<file path="config.mk">
export PLATFORM = sky130hd
export DESIGN_NAME = ccc_lock_reset_gen
export DESIGN_NICKNAME = d
export VERILOG_FILES = /design/src/rtl/ccc_rst_pkg.sv /design/src/rtl/ccc_lock_reset_gen_sync_bit.sv /design/src/rtl/ccc_lock_reset_gen.sv
export SDC_FILE = /design/constraint.sdc
export NUM_CORES = 1
export LEC_CHECK = 0
export ABC_CLOCK_PERIOD_IN_PS = 2900
export CORE_MARGIN = 2
export CORE_UTILIZATION = 35
export CTS_CLUSTER_SIZE = 12
export DETAILED_ROUTE_END_ITERATION = 6
export GPL_ROUTABILITY_DRIVEN = 1
export SYNTH_ARGS = -nofsm -noshare
export SYNTH_HDL_FRONTEND = slang
export SYNTH_SLANG_ARGS = --single-unit
</file>
<file path="constraint.sdc">
create_clock -name CLK -period 2.9 [get_ports CLK]
set_clock_uncertainty 0.1 [all_clocks]
set_input_delay 0.87 -clock CLK [delete_from_list [all_inputs] [get_ports CLK]]
set_output_delay 0.87 -clock CLK [all_outputs]
set_load 0.05 [all_outputs]
</file>
<file path="src/rtl/ccc_rst_pkg.sv">
// ---------------------------------------------------------------------------
// ccc_rst_pkg
// Shared definitions for the CCC lock-qualified reset generator:
//   - rst_state_t : 2-bit FSM state type (WAIT_LOCK=0, FILTER=1, HOLD=2, RUN=3)
//   - DEF_*       : default parameter values for ccc_lock_reset_gen
//   - clog2 / cnt_width : width helpers for the shared phase counter
// ---------------------------------------------------------------------------
package ccc_rst_pkg;

  typedef enum logic [1:0] {
    ST_WAIT_LOCK = 2'd0,
    ST_FILTER    = 2'd1,
    ST_HOLD      = 2'd2,
    ST_RUN       = 2'd3
  } rst_state_t;

  localparam int DEF_SYNC_STAGES        = 2;
  localparam int DEF_LOCK_FILTER_CYCLES = 1024;
  localparam int DEF_RESET_HOLD_CYCLES  = 16;
  localparam int DEF_LOSS_CNT_W         = 8;

  function automatic int clog2(input int value);
    int r;
    r = 0;
    while ((1 << r) < value) r = r + 1;
    return r;
  endfunction

  // One counter serves both the filter and hold phases, so it is sized for
  // the longer of the two; never narrower than one bit so that windows of
  // length 1 still produce a legal vector.
  function automatic int cnt_width(input int filt_cycles, input int hold_cycles);
    int m;
    int w;
    m = (filt_cycles > hold_cycles) ? filt_cycles : hold_cycles;
    w = clog2(m);
    return (w < 1) ? 1 : w;
  endfunction

endpackage

</file>
<file path="src/rtl/ccc_lock_reset_gen_sync_bit.sv">
// ---------------------------------------------------------------------------
// sync_bit
// N-stage single-bit synchroniser with asynchronous active-high clear.
//   clk : destination clock
//   clr : asynchronous clear, active-high; forces every stage to 0
//   d   : asynchronous input bit
//   q   : synchronised output (last stage)
// STAGES must be at least 2.
// ---------------------------------------------------------------------------
module sync_bit #(
  parameter int STAGES = 2
) (
  input  logic clk,
  input  logic clr,
  input  logic d,
  output logic q
);

  logic [STAGES-1:0] sync_q;

  always_ff @(posedge clk or posedge clr) begin
    if (clr) begin
      sync_q <= '0;
    end else begin
      sync_q <= {sync_q[STAGES-2:0], d};
    end
  end

  assign q = sync_q[STAGES-1];

endmodule

</file>
<file path="src/rtl/ccc_lock_reset_gen.sv">
// ---------------------------------------------------------------------------
// ccc_lock_reset_gen
// Qualified system reset generator sitting behind the fabric CCC/PLL.
// SYS_RESET asserts at once on RESET or (after synchronisation) on loss of
// LOCK, and is released synchronously only once LOCK has been stable for
// LOCK_FILTER_CYCLES followed by RESET_HOLD_CYCLES.
//
// Ports:
//   CLK           : CCC GL0, the only clock
//   RESET         : external reset, asynchronous, active-high
//   LOCK          : CCC lock flag, asynchronous to CLK
//   SYS_RESET     : qualified reset, active-high (async assert, sync release)
//   READY         : high while in RUN (complement of SYS_RESET outside RESET)
//   READY_PULSE   : single-cycle pulse on entry to RUN
//   LOCK_LOSS_CNT : saturating count of RUN -> WAIT_LOCK exits
//   STATE         : current FSM state, for debug
//
// Parameter legal ranges: SYNC_STAGES 2..4, LOCK_FILTER_CYCLES >= 1,
// RESET_HOLD_CYCLES >= 1, LOSS_CNT_W >= 1.
// ---------------------------------------------------------------------------
module ccc_lock_reset_gen
  import ccc_rst_pkg::*;
#(
  parameter int SYNC_STAGES        = DEF_SYNC_STAGES,
  parameter int LOCK_FILTER_CYCLES = DEF_LOCK_FILTER_CYCLES,
  parameter int RESET_HOLD_CYCLES  = DEF_RESET_HOLD_CYCLES,
  parameter int LOSS_CNT_W         = DEF_LOSS_CNT_W
) (
  input  logic                  CLK,
  input  logic                  RESET,
  input  logic                  LOCK,
  output logic                  SYS_RESET,
  output logic                  READY,
  output logic                  READY_PULSE,
  output logic [LOSS_CNT_W-1:0] LOCK_LOSS_CNT,
  output logic [1:0]            STATE
);

  localparam int CNT_W = cnt_width(LOCK_FILTER_CYCLES, RESET_HOLD_CYCLES);
  localparam logic [CNT_W-1:0] FILT_LAST = CNT_W'(LOCK_FILTER_CYCLES - 1);
  localparam logic [CNT_W-1:0] HOLD_LAST = CNT_W'(RESET_HOLD_CYCLES - 1);

  rst_state_t       state;
  logic [CNT_W-1:0] cnt;
  logic             lock_s;

  // Loss counter sticks at all-ones rather than wrapping, so a flapping PLL
  // cannot masquerade as a quiet one.
  function automatic logic [LOSS_CNT_W-1:0] sat_inc(input logic [LOSS_CNT_W-1:0] v);
    return (&v) ? v : v + 1'b1;
  endfunction

  // --- LOCK synchronisation: lock_s is the only form of LOCK used below ---
  sync_bit #(
    .STAGES (SYNC_STAGES)
  ) u_lock_sync (
    .clk (CLK),
    .clr (RESET),
    .d   (LOCK),
    .q   (lock_s)
  );

  // --- Qualification FSM with registered outputs ---
  // Any drop of lock_s before RUN sends the FSM back to WAIT_LOCK, which
  // restarts the filter window from zero on the next high sample.
  always_ff @(posedge CLK or posedge RESET) begin
    if (RESET) begin
      state         <= ST_WAIT_LOCK;
      cnt           <= '0;
      SYS_RESET     <= 1'b1;
      READY         <= 1'b0;
      READY_PULSE   <= 1'b0;
      LOCK_LOSS_CNT <= '0;
    end else begin
      READY_PULSE <= 1'b0;
      case (state)
        ST_WAIT_LOCK: begin
          if (lock_s) begin
            state <= ST_FILTER;
            cnt   <= '0;
          end
        end
        ST_FILTER: begin
          if (!lock_s) begin
            state <= ST_WAIT_LOCK;
          end else if (cnt == FILT_LAST) begin
            state <= ST_HOLD;
            cnt   <= '0;
          end else begin
            cnt <= cnt + 1'b1;
          end
        end
        ST_HOLD: begin
          // Losing lock here is a failed bring-up, not a loss from RUN,
          // so the loss counter is left alone.
          if (!lock_s) begin
            state <= ST_WAIT_LOCK;
          end else if (cnt == HOLD_LAST) begin
            state       <= ST_RUN;
            SYS_RESET   <= 1'b0;
            READY       <= 1'b1;
            READY_PULSE <= 1'b1;
          end else begin
            cnt <= cnt + 1'b1;
          end
        end
        ST_RUN: begin
          if (!lock_s) begin
            state         <= ST_WAIT_LOCK;
            SYS_RESET     <= 1'b1;
            READY         <= 1'b0;
            LOCK_LOSS_CNT <= sat_inc(LOCK_LOSS_CNT);
          end
        end
        default: begin
          state     <= ST_WAIT_LOCK;
          SYS_RESET <= 1'b1;
          READY     <= 1'b0;
        end
      endcase
    end
  end

  assign STATE = state;

endmodule
</file>
==> run summary, run 1 <==
Outcome: finished, final reports clean
Clock transition at the registers of the reported paths: 0.08 ns
Yosys warning count: 0
Avg WL per Cell: 13.6 um
Total Routed Length: 2740 um
Die Ht: 67.6 um
Root Buffer: clkbuf_8
Vias per cell: 5.53
Mapped Area: 1420 sq um
Initial Util: 35.9%
Critical path cell sequence: clkdlybuf4s50_1
Post-synth EDFFs: 0
Initial drt markers: 50
Global-route wire length before repair: 4850 um
Ports: 16
TritonCTS clock tree: built
Yosys cell types: 47
Total negative slack: 0 ns
Largest net degree at the start of global routing: 26
Syn Nets: 146
Antenna Cells: 0
Clk_lat worst skew: 0.27 ns
Routability Congestion: 0.726
PortBufs: 15
Final Max Slew Viols: 0
Initial antenna violation count: 0
Syn Inst Count: 136
Post-synth top cells: dfrtp_1, nand2_1, inv_1
CP peak stage delay: 0.80 ns
Worst Hold Class: reg2reg
Worst Setup End Kind: primary output
Layout cell share with drive strength beyond 1: 12.6%
Fin crit share: 89.1%
Cell Pwr Density: 704 nW/um^2
H-tree levels: 1
Kind of start point of the critical path: register
Ys async rst share: 100%
Post-synth top area share: 42.4%
Total GRT Usage: 14.2%
Slew @ Worst Pin: 0.543 ns
RSZ-0062 raised after global routing: no
WP buf/inv: 1
CTS sink count: 25
Placed inst area: 1610 sq um
Synth top area cells: dfrtp_1, ha_1, xnor2_1
Cell area after layout: 1660 sq um
WHS: 0.254 ns
Final core occ: 42.0%
Max-slew headroom: 63.7%
Bufs on Longest Clock Path: 2
Sequential fraction of the synthesis area: 44.3%
Vias in the first global route: 1053
Max-cap viol count: 0
Worst Path Required: 1.93 ns
Register area: 627 sq um
Hold-fix buffers at CTS: 0
Multi-input logic area: 734 sq um
Crit-path slowest cell: clkdlybuf4s50_1
First drt pass iteration count: 4
Resized Gates After CTS: 0
Kind of cell adding the most delay to the critical path: buffers and inverters
Core area: 3940 sq um
Gr ovfl total: 0
Crit path arrival time: 1.61 ns
Fill cells: 372
Die X: 67.6 um
Via Count: 1112
Final min period: 2.58 ns
Most frequent cell after synthesis: dfrtp_1
HPWL after DPL: 1990 um
Peak VDD IR: 0.000275 V
Antenna Violating Nets Remaining: 0
Static leakage: 0.000678 uW
Syn-to-layout area delta: 17.0%
Final Hold Fails: 0
Die ar.: 4570 sq um
Crit Path Max Fanout: 3
Main synth FF type: dfrtp_1
Setup Buffers After CTS: 0
Row count: 23
CTS Buf Count: 3
Area leader, netlist: dfrtp_1
Fmax: 0.387 GHz
# setup viols final: 0
CP Class: reg2out
Total chip power: 1170 uW
Syn avg cell area: 10.4 sq um
Seq cells post-synth: 25
Nets: 162
Remaining DRCs: 0
worst paths after layout:
| path | start | end | slack [ns] | cells after the start |
|---|---|---|---|---|
| max | SYS_RESET | SYS_RESET | 0.32 | 1 |
| min | u_lock_sync.sync_q[0] | u_lock_sync.sync_q[1] | 0.25 | 0 |
| max reg2reg | STATE[0] | cnt[3] | 0.58 | 6 |
| min reg2reg | u_lock_sync.sync_q[0] | u_lock_sync.sync_q[1] | 0.25 | 0 |
| max in group asynchronous | RESET | SYS_RESET | 1.56 | 3 |
| min in group asynchronous | RESET | LOCK_LOSS_CNT[4] | 0.85 | 3 |
state kept, by name, indices dropped and copies added (netlist names):
name                count
cnt                    10
LOCK_LOSS_CNT           8
STATE                   2
u_lock_sync.sync_q      2
READY                   1
READY_PULSE             1
SYS_RESET               1
metal layers:
metal | track usage, % | wire [um] | vias up
met1 | 16.8 | 1220 | 545
met4 | 4.59 | 34 | 0
li1 | - | - | 538
met5 | 0 | 0 | -
met3 | 4.00 | 154 | 5
met2 | 24.8 | 1330 | 24
through the flow:
stage | worst slack [ns] | instances
2_1_floorplan | 0.338 | 136
3_5_place_dp | 0.583 | 197
3_3_place_gp | 0.619 | 197
6_report | 0.316 | 201
5_1_grt | 0.260 | 201
4_1_cts | 0.299 | 201
cells by family (layout without fill, tap and decap cells):
family | after synthesis | in the layout | share of synthesized area, %
muxes | 4 | 4 | 3.00
xor gates and xnor gates | 6 | 6 | 3.71
DFF | 25 | 25 | 44.3
and+or+nand+nor | 49 | 49 | 20.6
AOI/OAI and AO/OA | 32 | 32 | 18.4
adders and majority gates | 7 | 7 | 6.18
buffers and inverters | 13 | 28 | 3.89
power breakdown:
part	switching, uW	leakage (uW)	internal, uW
Sequential	51.4	0.000334	398
Combinational	317	0.000321	193
Clock	108	0.0000228	98.3
Total	477	0.000678	689
cell type report:
cell class,instances,share of cell area (%)
clock buffers,4,2.72
flip-flops and latches,25,37.8
well taps,50,3.78
multi-input cells,98,44.3
repair buffers,16,9.52
inverters,8,1.81
cell usage in the layout (no fill, tap or decap), types with 3 or more instances in the layout:
master,instances
a21oi_1,3
a221o_2,3
a31oi_1,3
clkbuf_8,3
clkdlybuf4s50_1,15
dfrtp_1,24
ha_1,7
inv_1,8
nand2_1,9
nand3_1,7
nor2_1,7
nor3_1,4
nor4_1,3
o21ai_0,6
xnor2_1,5
Power figures use the tool's default switching activity.
==> inputs of run 2 (changes only) <==
- ABC_CLOCK_PERIOD_IN_PS: 2900 -> 3300
- clock period: 2.9 -> 3.3 ns (I/O delays scaled with it)
==> run summary, run 2 (synthesis results as in run 1) <==
Final Max Slew Viols: 0 (unchanged)
Cell Pwr Density: 620 nW/um^2 (-12%)
Max-slew headroom: 61.0% (-2.7 points)
Remaining DRCs: 0 (unchanged)
Initial Util: 35.9% (unchanged)
HPWL after DPL: 2100 um (+5.6%)
Total negative slack: 0 ns (unchanged)
Worst Setup End Kind: primary output
Nets: 162 (unchanged)
Static leakage: 0.000678 uW (unchanged)
Antenna Cells: 0 (unchanged)
Outcome: finished, final reports clean
CTS Buf Count: 3 (unchanged)
Via Count: 1104 (-0.72%)
First drt pass iteration count: 4 (unchanged)
Kind of cell adding the most delay to the critical path: buffers and inverters
Final Hold Fails: 0 (unchanged)
Syn-to-layout area delta: 17.0% (unchanged)
Die X: 67.6 um (unchanged)
Peak VDD IR: 0.000240 V (-13%)
Initial antenna violation count: 0 (unchanged)
WP buf/inv: 1 (unchanged)
Kind of start point of the critical path: register
Fmax: 0.372 GHz
Crit-path slowest cell: clkdlybuf4s50_1
Max FFs per register: 10 (unchanged)
Global-route wire length before repair: 4930 um (+1.6%)
Layout cell share with drive strength beyond 1: 12.6% (unchanged)
Vias in the first global route: 1045 (-0.76%)
Gr ovfl total: 0 (unchanged)
Vias per cell: 5.49 (-0.72%)
Antenna Violating Nets Remaining: 0 (unchanged)
Crit Path Max Fanout: 3 (unchanged)
CP peak stage delay: 0.80 ns (about the same)
Crit path arrival time: 1.60 ns (about the same)
Clk_lat worst skew: 0.27 ns (about the same)
Commonest non-fill, non-tap cell in the layout: dfrtp_1
Resized Gates After CTS: 0 (unchanged)
Setup Buffers After CTS: 0 (unchanged)
Max-cap viol count: 0 (unchanged)
Hold-fix buffers at CTS: 0 (unchanged)
PortBufs: 15 (unchanged)
Die ar.: 4570 sq um (unchanged)
Die Ht: 67.6 um (unchanged)
Ports: 16 (unchanged)
Total Routed Length: 2800 um (+2.2%)
Total GRT Usage: 14.4% (+0.13 points)
Root Buffer: clkbuf_8
TritonCTS clock tree: built
Largest net degree at the start of global routing: 26 (unchanged)
Biggest register: cnt
Row count: 23 (unchanged)
Routability Congestion: 0.741 (+2.2%)
RSZ-0062 raised after global routing: no
Slew @ Worst Pin: 0.584 ns (+0.0403 ns)
Fin cells: 201 (unchanged)
Bufs on Longest Clock Path: 2 (unchanged)
# setup viols final: 0 (unchanged)
CP Class: reg2out
Most frequent cells in the layout: dfrtp_1, clkdlybuf4s50_1, nand2_1, inv_1
Worst Hold Class: reg2reg
Critical path cell sequence: clkdlybuf4s50_1
Placed insts: 197 (unchanged)
Core area: 3940 sq um (unchanged)
Largest regs: cnt (10), LOCK_LOSS_CNT (8)
H-tree levels: 1 (unchanged)
Fin crit share: 81.4%
CTS sink count: 25 (unchanged)
Final min period: 2.69 ns
Avg WL per Cell: 13.9 um (+2.2%)
Worst Path Required: 2.21 ns (+0.28 ns)
Clock transition at the registers of the reported paths: 0.08 ns (about the same)
Initial drt markers: 32 (-36%)
-- run 2: worst reg2reg max path, stage by stage, from the launching register on --
cell,delay [ns]
dfrtp_1,0.41
inv_1,0.11
ha_1,0.32
nand2b_1,0.23
o41ai_4,0.50
nor3_2,0.18
a311o_1,0.38
-- run 2: layer usage --
metal	share of wire [%]	wire (um)	vias to the layer above	GRT usage (%)
met4	1.3	35	0	4.59
met3	3.0	83	5	2.50
met1	46	1290	544	17.9
met2	50	1390	17	25.0
li1	-	-	538	-
met5	0	0	-	0
-- run 2: final cells by class --
cell class                      instances  area, sq um
Clock buffer                            4         45.0
Multi-Input combinational cell         98          734
Timing Repair Buffer                   16          158
Tap cell                               50         62.6
Sequential cell                        25          627
Inverter                                8         30.0
Fill cell                             366         2290
-- run 2: final timing paths --
path	start	to	slack (ns)	cells after the start
min in group asynchronous	RESET	LOCK_LOSS_CNT[4]	0.97	3
worst min-delay path	u_lock_sync.sync_q[0]	u_lock_sync.sync_q[1]	0.25	0
worst max register to register	STATE[0]	cnt[2]	0.95	6
worst min register to register	u_lock_sync.sync_q[0]	u_lock_sync.sync_q[1]	0.25	0
worst max-delay path	SYS_RESET	SYS_RESET	0.61	1
max in group asynchronous	RESET	SYS_RESET	1.84	3
-- run 2: report_power, final --
part	total, uW	switching (uW)	internal [uW]
Clock	177	91.0	86.2
Combinational	456	285	170
Sequential	395	45.2	349
Total	1030	422	606
-- run 2: stage by stage --
step           hold slack (ns)  worst slack [ns]  cell area (sq um)  total power (uW)  util [%]
3_3_place_gp             0.234             0.902               1610               839      40.9
4_1_cts                  0.256             0.595               1660              1040      42.0
2_1_floorplan            0.231             0.738               1420               734         -
5_1_grt                  0.267             0.565               1660              1100      42.0
3_5_place_dp             0.236             0.896               1610               861      40.9
6_report                 0.253             0.612               1660              1030      42.0
==> inputs of run 3 (changes only) <==
- ABC_CLOCK_PERIOD_IN_PS: 3300 -> 2400
- clock period: 3.3 -> 2.4 ns (I/O delays scaled with it)
==> run summary, run 3 (synthesis results as in run 1) <==
Outcome: finished, final reports clean
Largest net degree at the start of global routing: 26 (unchanged)
Hold depth: 0 (unchanged)
Avg WL per Cell: 13.3 um (-4.3%)
R2r endpoint: cnt[5]
Final min period: 2.34 ns
Nets: 165 (+1.9%)
Crit Path Max Fanout: 6 (+3)
Crit path arrival time: 1.52 ns (-0.08 ns)
CP peak stage delay: 0.83 ns (+0.03 ns)
Global-route wire length before repair: 4720 um (-4.2%)
Max-slew headroom: 65.6% (+4.7 points)
Hold-fix buffers at CTS: 0 (unchanged)
Core area: 3940 sq um (unchanged)
Worst Path Required: 1.58 ns (-0.63 ns)
Total Routed Length: 2720 um (-2.8%)
Critical path cell sequence: clkdlybuf4s50_1
Die X: 67.6 um (unchanged)
HPWL after DPL: 1970 um (-6.0%)
FF-to-FF path depth: 7 (+1)
CP startpoint: LOCK_LOSS_CNT[6]
Row count: 23 (unchanged)
Cell Pwr Density: 866 nW/um^2 (+40%)
Antenna Violating Nets Remaining: 0 (unchanged)
Die Ht: 67.6 um (unchanged)
Worst Setup End Kind: primary output
Initial Util: 35.9% (unchanged)
Largest regs: cnt (10), LOCK_LOSS_CNT (8)
H-tree levels: 1 (unchanged)
Fmax: 0.426 GHz
Syn-to-layout area delta: 19.5%
Gr ovfl total: 0 (unchanged)
CTS Buf Count: 3 (unchanged)
Via Count: 1099 (-0.45%)
FF-to-FF setup slack: 0.14 ns (-0.81 ns)
Slew @ Worst Pin: 0.511 ns (-0.0730 ns)
WHS Endpoint: u_lock_sync.sync_q[1]
Root Buffer: clkbuf_8
Initial drt markers: 33 (+3.1%)
Layout cell share with drive strength beyond 1: 18.2% (+5.6 points)
Hold_sp: u_lock_sync.sync_q[0]
Clk_lat worst skew: 0.27 ns (about the same)
Peak VDD IR: 0.000351 V (+46%)
Max FFs per register: 10 (unchanged)
Initial antenna violation count: 0 (unchanged)
Fin crit share: 97.7%
Routability Congestion: 0.799 (+7.8%)
Ports: 16 (unchanged)
Pre-CTS WS: 0.113 ns (-0.783 ns)
Most frequent cells in the layout: dfrtp_1, clkdlybuf4s50_1, nand2_1, inv_1
Max-cap viol count: 0 (unchanged)
Crit-path slowest cell: clkdlybuf4s50_1
Remaining DRCs: 0 (unchanged)
CP Class: reg2out
Vias in the first global route: 1032 (-1.2%)
Total chip power: 1470 uW (+43%)
Vias per cell: 5.39 (-1.9%)
Die ar.: 4570 sq um (unchanged)
Final Hold Fails: 0 (unchanged)
Antenna Cells: 0 (unchanged)
Kind of cell adding the most delay to the critical path: buffers and inverters
Commonest non-fill, non-tap cell in the layout: dfrtp_1
Total GRT Usage: 13.4% (-0.98 points)
Clock transition at the registers of the reported paths: 0.08 ns (about the same)
Worst Hold Class: reg2reg
First drt pass iteration count: 4 (unchanged)
Final Max Slew Viols: 0 (unchanged)
Kind of start point of the critical path: register
Bufs on Longest Clock Path: 2 (unchanged)
Static leakage: 0.000720 uW (+6.3%)
# setup viols final: 0 (unchanged)
CTS sink count: 25 (unchanged)
RR Startpoint: STATE[0]
Biggest register: cnt
WP buf/inv: 1 (unchanged)
WHS: 0.256 ns (+0.00243 ns)
Final setup margin: 0.0551 ns (-0.557 ns)
PortBufs: 15 (unchanged)
TritonCTS clock tree: built
[run 3: cell count changes in the layout (fill, tap and decap cells not counted), sizes merged]
cell	change
dlymetal6s2s	+1
buf	+5
clkdlybuf4s50	-3
[run 3: worst max-delay path by stage]
stage,to,slack [ns],cells after the start
3_3_place_gp,cnt[9],0.16,6
5_1_grt,LOCK_LOSS_CNT[7],-0.0008,1
4_1_cts,LOCK_LOSS_CNT[3],0.04,1
3_5_place_dp,cnt[7],0.11,6
2_1_floorplan,cnt[7],0.01,8
6_report,LOCK_LOSS_CNT[6],0.06,1
[run 3: per-layer routing]
metal / GRT usage (%) / vias up / wire length [um]
li1: - / 543 / -
met4: 3.83 / 0 / 32
met3: 2.50 / 3 / 103
met1: 17.4 / 530 / 1270
met2: 22.5 / 23 / 1310
met5: 0 / - / 0
[run 3: layout make-up]
class                           instances  area (sq um)
Multi-Input combinational cell         98           748
Inverter                                8          30.0
Tap cell                               50          62.6
Fill cell                             371          2250
Sequential cell                        25           629
Timing Repair Buffer                   19           178
Clock buffer                            4          45.0
[run 3: report_power, final]
part / leakage, uW / internal (uW) / switching (uW)
Clock: 0.0000228 / 119 / 128
Sequential: 0.000331 / 483 / 64.2
Combinational: 0.000366 / 274 / 398
Total: 0.000720 / 876 / 591
[run 3: per-stage QoR]
stage | util (%) | area, sq um | cells | setup TNS (ns)
3_5_place_dp | 40.8 | 1610 | 197 | 0
2_1_floorplan | - | 1420 | 136 | 0
4_1_cts | 42.0 | 1650 | 201 | 0
3_3_place_gp | 40.8 | 1610 | 197 | 0
5_1_grt | 42.9 | 1690 | 204 | -0.000784
6_report | 42.9 | 1690 | 204 | 0
[run 3: timing repair]
item / in CTS / in global routing
resized for setup: 0 / 4
buffers inserted: 0 / 3
endpoints found under the setup margin: 0 / 6
